## src/rtl/ahb_bus_arbiter.sv

```systemverilog
// ---------------------------------------------------------------------------
// ahb_bus_arbiter
//
// Shares the single AHB slave port of the AHB-to-APB bridge between
// NUM_MASTERS AHB masters. Round-robin arbitration that never breaks an
// in-progress burst or a locked sequence, with a beat-count hold limit
// (MAX_HOLD) after which an unlocked owner yields to another requester.
//
// Optional build macro: ARB_FIXED_PRIORITY_EN
//   defined   - lowest-index requester wins; the MAX_HOLD yield only happens
//               when a lower-index master is requesting.
//   undefined - round-robin starting at (owner+1) mod NUM_MASTERS.
//
// Ports:
//   Hclk       in   bus clock, rising edge
//   Hreset     in   synchronous active-high reset
//   Hbusreq    in   [NUM_MASTERS] per-master bus request
//   Hlock      in   [NUM_MASTERS] per-master locked-sequence request
//   Htrans     in   [2] transfer type of the current address-phase owner
//   Hready     in   Hreadyout from the bridge
//   Hgrant     out  [NUM_MASTERS] one-hot grant (registered)
//   Hmaster    out  [2] address-phase owner index (registered)
//   Hmastlock  out  current address phase is locked (registered)
// ---------------------------------------------------------------------------
module ahb_bus_arbiter #(
    parameter int NUM_MASTERS = 3,
    parameter int MAX_HOLD    = 8
) (
    input  logic                   Hclk,
    input  logic                   Hreset,
    input  logic [NUM_MASTERS-1:0] Hbusreq,
    input  logic [NUM_MASTERS-1:0] Hlock,
    input  logic [1:0]             Htrans,
    input  logic                   Hready,
    output logic [NUM_MASTERS-1:0] Hgrant,
    output logic [1:0]             Hmaster,
    output logic                   Hmastlock
);

    localparam logic [1:0] TRANS_BUSY   = 2'b01;
    localparam logic [1:0] TRANS_NONSEQ = 2'b10;
    localparam logic [1:0] TRANS_SEQ    = 2'b11;
    localparam logic [3:0] HOLD_LIMIT   = 4'(MAX_HOLD);

    typedef enum logic [1:0] {
        IDLE_PARK = 2'b00,
        OWNED     = 2'b01,
        HANDOVER  = 2'b10
    } arb_state_e;

    arb_state_e             state_q, state_d;
    // owner_q is both the granted index and the round-robin pointer.
    logic [1:0]             owner_q, owner_d;
    logic [NUM_MASTERS-1:0] hgrant_q, hgrant_d;
    logic [1:0]             hmaster_q, hmaster_d;
    logic                   hmastlock_q, hmastlock_d;
    logic [3:0]             beat_cnt_q, beat_cnt_d;

    logic                   mid_burst_s;
    logic                   yield_req_s;
    logic                   rearb_s;
    logic [1:0]             winner_s;

    // One-hot encode a master index.
    function automatic logic [NUM_MASTERS-1:0] to_onehot(input logic [1:0] idx);
        logic [NUM_MASTERS-1:0] v;
        v = {NUM_MASTERS{1'b0}};
        for (int i = 0; i < NUM_MASTERS; i++) begin
            if (idx == 2'(i)) begin
                v[2'(i)] = 1'b1;
            end else begin
                v[2'(i)] = v[2'(i)];
            end
        end
        return v;
    endfunction

    // First requester searching upward from owner+1, wrapping; park on 0.
    function automatic logic [1:0] pick_rr(input logic [NUM_MASTERS-1:0] req,
                                           input logic [1:0] owner);
        logic [1:0] win;
        logic       found;
        logic [1:0] idx;
        int         c;
        win   = 2'b00;
        found = 1'b0;
        for (int k = 1; k <= NUM_MASTERS; k++) begin
            c = int'(owner) + k;
            if (c >= NUM_MASTERS) begin
                c = c - NUM_MASTERS;
            end else begin
                c = c;
            end
            idx = 2'(c);
            if (!found && req[idx]) begin
                win   = idx;
                found = 1'b1;
            end else begin
                win   = win;
            end
        end
        return win;
    endfunction

    // Lowest-index requester; park on 0.
    function automatic logic [1:0] pick_fixed(input logic [NUM_MASTERS-1:0] req);
        logic [1:0] win;
        win = 2'b00;
        for (int i = NUM_MASTERS - 1; i >= 0; i--) begin
            if (req[2'(i)]) begin
                win = 2'(i);
            end else begin
                win = win;
            end
        end
        return win;
    endfunction

    // Any requester with an index below the owner.
    function automatic logic lower_req(input logic [NUM_MASTERS-1:0] req,
                                       input logic [1:0] owner);
        logic any;
        any = 1'b0;
        for (int i = 0; i < NUM_MASTERS; i++) begin
            if ((2'(i) < owner) && req[2'(i)]) begin
                any = 1'b1;
            end else begin
                any = any;
            end
        end
        return any;
    endfunction

    // Arbitration decision for this edge.
    always_comb begin
        mid_burst_s = (Htrans == TRANS_SEQ) || (Htrans == TRANS_BUSY);
`ifdef ARB_FIXED_PRIORITY_EN
        yield_req_s = lower_req(Hbusreq, owner_q);
        winner_s    = pick_fixed(Hbusreq);
`else
        yield_req_s = |(Hbusreq & ~hgrant_q);
        winner_s    = pick_rr(Hbusreq, owner_q);
`endif
        // No re-arbitration while a handover is still waiting for Hmaster.
        rearb_s = (state_q != HANDOVER) && Hready && !mid_burst_s &&
                  !Hlock[owner_q] &&
                  (!Hbusreq[owner_q] || ((beat_cnt_q == HOLD_LIMIT) && yield_req_s));
    end

    // Next-state values; Hready low freezes everything.
    always_comb begin
        owner_d     = owner_q;
        hmaster_d   = hmaster_q;
        hmastlock_d = hmastlock_q;
        beat_cnt_d  = beat_cnt_q;
        state_d     = state_q;
        if (Hready) begin
            if (rearb_s) begin
                owner_d = winner_s;
            end else begin
                owner_d = owner_q;
            end
            // Address-phase owner follows the grant one ready edge later.
            if (owner_q != hmaster_q) begin
                hmaster_d = owner_q;
            end else begin
                hmaster_d = hmaster_q;
            end
            hmastlock_d = Hlock[hmaster_d];
            if (owner_d != owner_q) begin
                beat_cnt_d = 4'd0;
            end else if (((Htrans == TRANS_NONSEQ) || (Htrans == TRANS_SEQ)) &&
                         (beat_cnt_q < HOLD_LIMIT)) begin
                beat_cnt_d = beat_cnt_q + 4'd1;
            end else begin
                beat_cnt_d = beat_cnt_q;
            end
            if (owner_d != hmaster_d) begin
                state_d = HANDOVER;
            end else if (Hbusreq[owner_d]) begin
                state_d = OWNED;
            end else begin
                state_d = IDLE_PARK;
            end
        end else begin
            owner_d = owner_q;
        end
        hgrant_d = to_onehot(owner_d);
    end

    // Arbiter state and registered outputs.
    always_ff @(posedge Hclk) begin
        if (Hreset) begin
            state_q     <= IDLE_PARK;
            owner_q     <= 2'd0;
            hgrant_q    <= to_onehot(2'd0);
            hmaster_q   <= 2'd0;
            hmastlock_q <= 1'b0;
            beat_cnt_q  <= 4'd0;
        end else begin
            state_q     <= state_d;
            owner_q     <= owner_d;
            hgrant_q    <= hgrant_d;
            hmaster_q   <= hmaster_d;
            hmastlock_q <= hmastlock_d;
            beat_cnt_q  <= beat_cnt_d;
        end
    end

    assign Hgrant    = hgrant_q;
    assign Hmaster   = hmaster_q;
    assign Hmastlock = hmastlock_q;

endmodule

```

## config.mk

```make
export PLATFORM = sky130hd
export DESIGN_NAME = ahb_bus_arbiter
export DESIGN_NICKNAME = d
export VERILOG_FILES = /design/src/rtl/ahb_bus_arbiter.sv
export SDC_FILE = /design/constraint.sdc
export NUM_CORES = 1
export LEC_CHECK = 0
export CAP_MARGIN = 10
export CORE_MARGIN = 10
export CORE_UTILIZATION = 30
export DETAILED_ROUTE_END_ITERATION = 8
export SYNTH_ARGS = -nofsm -noshare
export SYNTH_HDL_FRONTEND = slang
export SYNTH_SLANG_ARGS = --single-unit
export TNS_END_PERCENT = 100
```

## constraint.sdc

```tcl
create_clock -name Hclk -period 6.65 [get_ports Hclk]
set_clock_uncertainty 0.2 [all_clocks]
set_input_delay 0.665 -clock Hclk [delete_from_list [all_inputs] [get_ports Hclk]]
set_output_delay 0.665 -clock Hclk [all_outputs]
set_load 0.05 [all_outputs]
```

# Yosys cells after proc, flatten, opt, wreduce, memory -nomap -nowiden

Cells that the tools add are included.

$add $sub $neg: 7
$lt $le $gt $ge: 10
Eq/ne operators: 9
Mux-type cells: 33
Bitwise gates (word level): 2
Reduce and logical (&&, ||, !) cells: 20

Operators by type and width:

| cell                                                                                | number |
|---|---|
| 2-bit two-way mux                                                                   | 12 |
| 2-bit by 3-bit less-than comparator with 1-bit output, second input constant        | 6 |
| 1-bit binary-select mux with 2-bit select                                           | 7 |
| 1-bit two-way mux                                                                   | 12 |
| 3-bit by 2-bit greater-or-equal comparator with 1-bit output, second input constant | 3 |
| 1-bit logical AND                                                                   | 8 |
| 4-bit two-way mux                                                                   | 2 |
| 2-bit by 2-bit adder with 3-bit output, second input constant                       | 2 |
| 2-bit inequality test                                                               | 3 |
| 2-bit subtractor, second input constant                                             | 3 |
| 1-bit logical NOT                                                                   | 5 |
| 4-bit by 1-bit adder with 4-bit output, second input constant                       | 1 |
| 2-bit by 1-bit equality test with 1-bit output, second input constant               | 2 |
| 2-bit equality test, second input constant                                          | 2 |
| 4-bit equality test, second input constant                                          | 1 |
| 4-bit less-than comparator, second input constant                                   | 1 |
| 2-bit by 1-bit adder with 3-bit output, second input constant                       | 1 |
| 3-bit bitwise AND                                                                   | 1 |
| 1-bit logical OR                                                                    | 3 |
| 3-bit inverter                                                                      | 1 |
| 3-bit OR reduction                                                                  | 1 |
| 2-bit logical NOT                                                                   | 1 |
| 2-bit inequality test, second input constant                                        | 1 |
| 2-bit AND reduction                                                                 | 1 |
| 2-bit nonzero test                                                                  | 1 |

Bits in registers: 14
Bits of input ports: 11
Output and inout bits: 6
Word-level logic and storage cells: 88

# Longest topological paths before layout

Depth after elaboration: 18
Gate-level depth with buffers: 9
Mapped depth without buffers: 9

# Least setup slack after synthesis

OpenSTA, ideal clock, no wires.

Path type: input to register
From: input Hbusreq[0]
To: register state_q[0]
Library setup time: 103 ps
Arrival: 2,225 ps
Data required time: 6,347 ps
Path slack: 4,121 ps
Cell stages on the path: 7
Buffers on the path: 1
Path through: buf_4 > a221o_1 > a32oi_2 > nor3_2 > mux2_4 > mux2i_1 > a2111oi_2

Cells in the longest elaborated chain, start to end: 15
Elaborated cells on any way between the ends: 30
Those cells by class: eq/ne (1); mux (19); bitwise (1); reduce/logical (9)

Ends and longest elaborated chain:

| what                                      | line | source |
|---|---|---|
| start, declared                           | 31   | `input logic [NUM_MASTERS-1:0] Hbusreq,` |
| 1-bit binary-select mux with 2-bit select | 95   | `if (!found && req[idx]) begin` |
| 1-bit two-way mux (not written as such)   | 95   |  |
| 1-bit two-way mux                         | 95   |  |
| 1-bit logical NOT                         | 95   |  |
| 1-bit logical AND                         | 95   |  |
| 1-bit two-way mux                         | 95   |  |
| 1-bit logical NOT                         | 95   |  |
| 1-bit logical AND                         | 95   |  |
| 2-bit two-way mux                         | 95   |  |
| 2-bit two-way mux                         | 158  | `if (rearb_s) begin` |
| 2-bit two-way mux                         | 157  | `if (Hready) begin` |
| 1-bit binary-select mux with 2-bit select | 180  | `end else if (Hbusreq[owner_d]) begin` |
| 1-bit two-way mux (not written as such)   | 180  |  |
| 1-bit two-way mux                         | 180  |  |
| 2-bit two-way mux (*)                     | 178  | `if (owner_d != hmaster_d) begin` |
| end signal, assigned                      | 201  | `state_q <= state_d;` |
| end, declared                             | 51   | `arb_state_e state_q, state_d;` |

Mark *: on every way between the ends. The rest lies on a longest branch, timed or not. The select of a mux whose other input is x is not followed.
A chain may end at the register's enable or synchronous reset.

# Worst setup path in the final report

From: input Hbusreq[2]
To: register state_q[0]

The elaborated chain is that of the path after synthesis.

==> results.md <==
- Sinks on Clock Net: 13
- Main flop type after synthesis: dfxtp_1
- # hold bufs at CTS: 0
- Sw Ratio: a little under a third
- Non-filler cells, final: about 150
- Synth Cell Area: 916 um2
- DR vias: 807
- CP endpoint kind: flop
- Total global-route track usage: approximately 8%
- Cell row count: 19
- Most common cell after layout, fill and taps aside: clkdlybuf4s50_1
- Sequential Power Share: 46.3%
- I/O pins: 17
- Achievable Freq: about 340 MHz
- CTS resizes: 0
- Yosys Warn Count: 0
- Lkg Pwr: 0.391 nW
- RSZ-0062 raised after global routing: false
- Fin. Hold Viols: 0
- Avg WL per Cell: about 14 um
- Initial DRC Count: 24
- Clock latency on the worst-skew pair: about 280 ps
- Pre-antenna DRT Iters: 4
- Die height: 75.3 um
- Hold_ws: 279 ps
- Initial antenna violation count: 0
- Final HPWL DP: 1700 um
- Final-stage net count: 139
- Placed cells: between 100 and 150
- CTS tree: built
- Kind of critical path: in2reg
- Met1 GRT Util: 9.17%
- M2 GR Usage: roughly an eighth
- Fill cells: between 200 and 300
- Final GP Congestion: about 0.82
- Yosys cell types: 43
- Core area: 2830 um2
- Syn Nets: around 120
- Gate power share: a little over a quarter
- Seq cells post-synth: 13
- Fin. max-slew vios: 0
- Synth-to-Final Area Change: 19.8%
- Min-Delay Path Class: reg2reg
- EDFF count, synth: 0
- First-pass GRT wire length: approximately 3600 um
- PwrDens: 167 nW/um2
- Total CTS buffers: 3
- Worst vdd ir: approximately 0.000067 V
- Initial Util: between 30% and 40%
- Area of the multi-input gates: 577 um2
- Post-CTS setup buffers: 0
- Clk buf depth: 2
- Mapped Avg Cell Area: 8.56 um2
- Critical Path AT: slightly below 3000 ps
- Final setup viols: 0
- Syn Inst Count: around 110
- Die width: 75.3 um
- Post-layout util: between 30 and 40%
- Synth area leader: dfxtp_1
- Int Power: approximately 0.00013 W
- # H-tree levels: 1
- Gr ovfl total: 0
- Period Utilization, post-route: 44.2%
- Port bufs: 15
- Worst Path Max Fanout: 7
- Net Sw Power: 0.0000572 W
- Clock Power Share: between 20% and 30%
- Ys async rst share: 0%
- Top cell type's share of synthesized area: between 20 and 30%
- Register area: around 260 um2
- CP startpoint kind: input pin
- Proportion of synthesized chip area in sequential cells: roughly 28%
- Rel. slew slack: between 60% and 70%
- N_diodes: 0
- Fraction of layout cells with a size suffix above 1: 9.84%
- Reg clk slew, reported paths: about 80 ps
- Max cap viols: 0
- Synth top area cells: dfxtp_1 28%, mux2i_1 7.7%, ha_1 6.8%, nor2_1 5.3%, inv_1 4.5%
- Least-Margin Pin Slew: around 520 ps
- GR peak layer: met2
- Vias per cell: ~5.3
- CP Data Required Time: around 6600 ps
- Vias in the first global route: roughly 800
- Status: complete, no violations
- Commonest cells after routing, fill and taps aside: 15 x clkdlybuf4s50_1, 13 x dfxtp_1, 13 x nor2_1
- Fin crit period: ~2900 ps
- Total Wirelength: roughly 2200 um
- Setup TNS: 0 ps
- Clk root buf: clkbuf_4
- Antenna Nets Post-Route: 0
- Drt drc: 0
- Met3 usage: 2.50%
- Largest net degree at the start of global routing: 15
- Die area: 5660 um2
==> state kept, by name (all words and copies together) (netlist names) <==
signal,count
Hgrant,2
Hmaster,2
Hmastlock,1
beat_cnt_q,4
owner_q,2
state_q,2
==> per-stage QoR <==
step	total power [W]	cell area, um2	setup WS [ps]
6_report	0.000183	1100	3710
5_1_grt	0.000194	1100	3540
4_1_cts	0.000184	1100	3710
3_5_place_dp	0.000135	1070	3460
3_3_place_gp	0.000133	1070	3520
2_1_floorplan	0.000120	916	4120
==> cells by family (layout without fill, tap and decap cells) <==
kind of cell / after synthesis / count (layout) / synth area share, %
xor+xnor: 3 / 3 / 2.87
mux: 8 / 8 / 9.29
buf+inv: 16 / 31 / 8.61
simple gates: 36 / 36 / 19.7
compound gates: 25 / 25 / 23.9
fa+ha+maj: 5 / 5 / 6.83
flops: 13 / 13 / 28.4
other cells: 1 / 1 / 0.409
==> metal layers <==
metal	vias to the layer above	share of wire [%]
li1	405	-
met4	0	1.1
met5	-	0
met3	5	6.3
met2	23	49
met1	374	44
==> cell type report <==
class,count,share of cell area [%]
Clock buffer,4,2.39
Inverter,12,4.10
Multi-Input combinational cell,78,52.6
Sequential cell,13,23.7
Tap cell,31,3.53
Timing Repair Buffer,15,13.7
==> worst paths after layout <==
check / depth (start not counted) / startpoint / slack, ps / to
max reg2reg: 9 / owner_q[0]$_SDFF_PP0_ / 3810 / state_q[0]$_SDFFE_PP0P_
min reg2reg: 2 / Hmastlock$_SDFFE_PP0P_ / 280 / Hmastlock$_SDFFE_PP0P_
min: 2 / Hmastlock$_SDFFE_PP0P_ / 280 / Hmastlock$_SDFFE_PP0P_
max: 8 / Hbusreq[2] / 3710 / state_q[0]$_SDFFE_PP0P_
==> power by group through the flow <==
stage | clock network [W] | logic [W] | registers [W]
finish | 0.0000496 | 0.0000486 | 0.0000846
global route | 0.0000559 | 0.0000532 | 0.0000853
CTS | 0.0000507 | 0.0000487 | 0.0000847
detailed placement | 0 | 0.0000483 | 0.0000866
global placement | 0 | 0.0000469 | 0.0000863
floorplan | 0 | 0.0000300 | 0.0000903
==> worst max-delay path, cell delays in order <==
cell and delay, ps:
clkdlybuf4s50_1 600, nor4b_1 400, a31oi_1 80, o22ai_1 260, nor3_2 80, mux2_4 340, mux2i_1 130, a2111oi_2 350
==> cells in the mapped netlist, drive strengths merged (3+ instances only) <==
| master | n |
|---|---|
| mux2i | 7 |
| nor3 | 5 |
| buf | 4 |
| ha | 5 |
| o21ai | 3 |
| dfxtp | 13 |
| nand2 | 4 |
| nor2 | 14 |
| o21a | 3 |
| inv | 12 |
| nand3 | 4 |
| a21oi | 3 |
No activity file was read; power rests on OpenSTA's default activity.
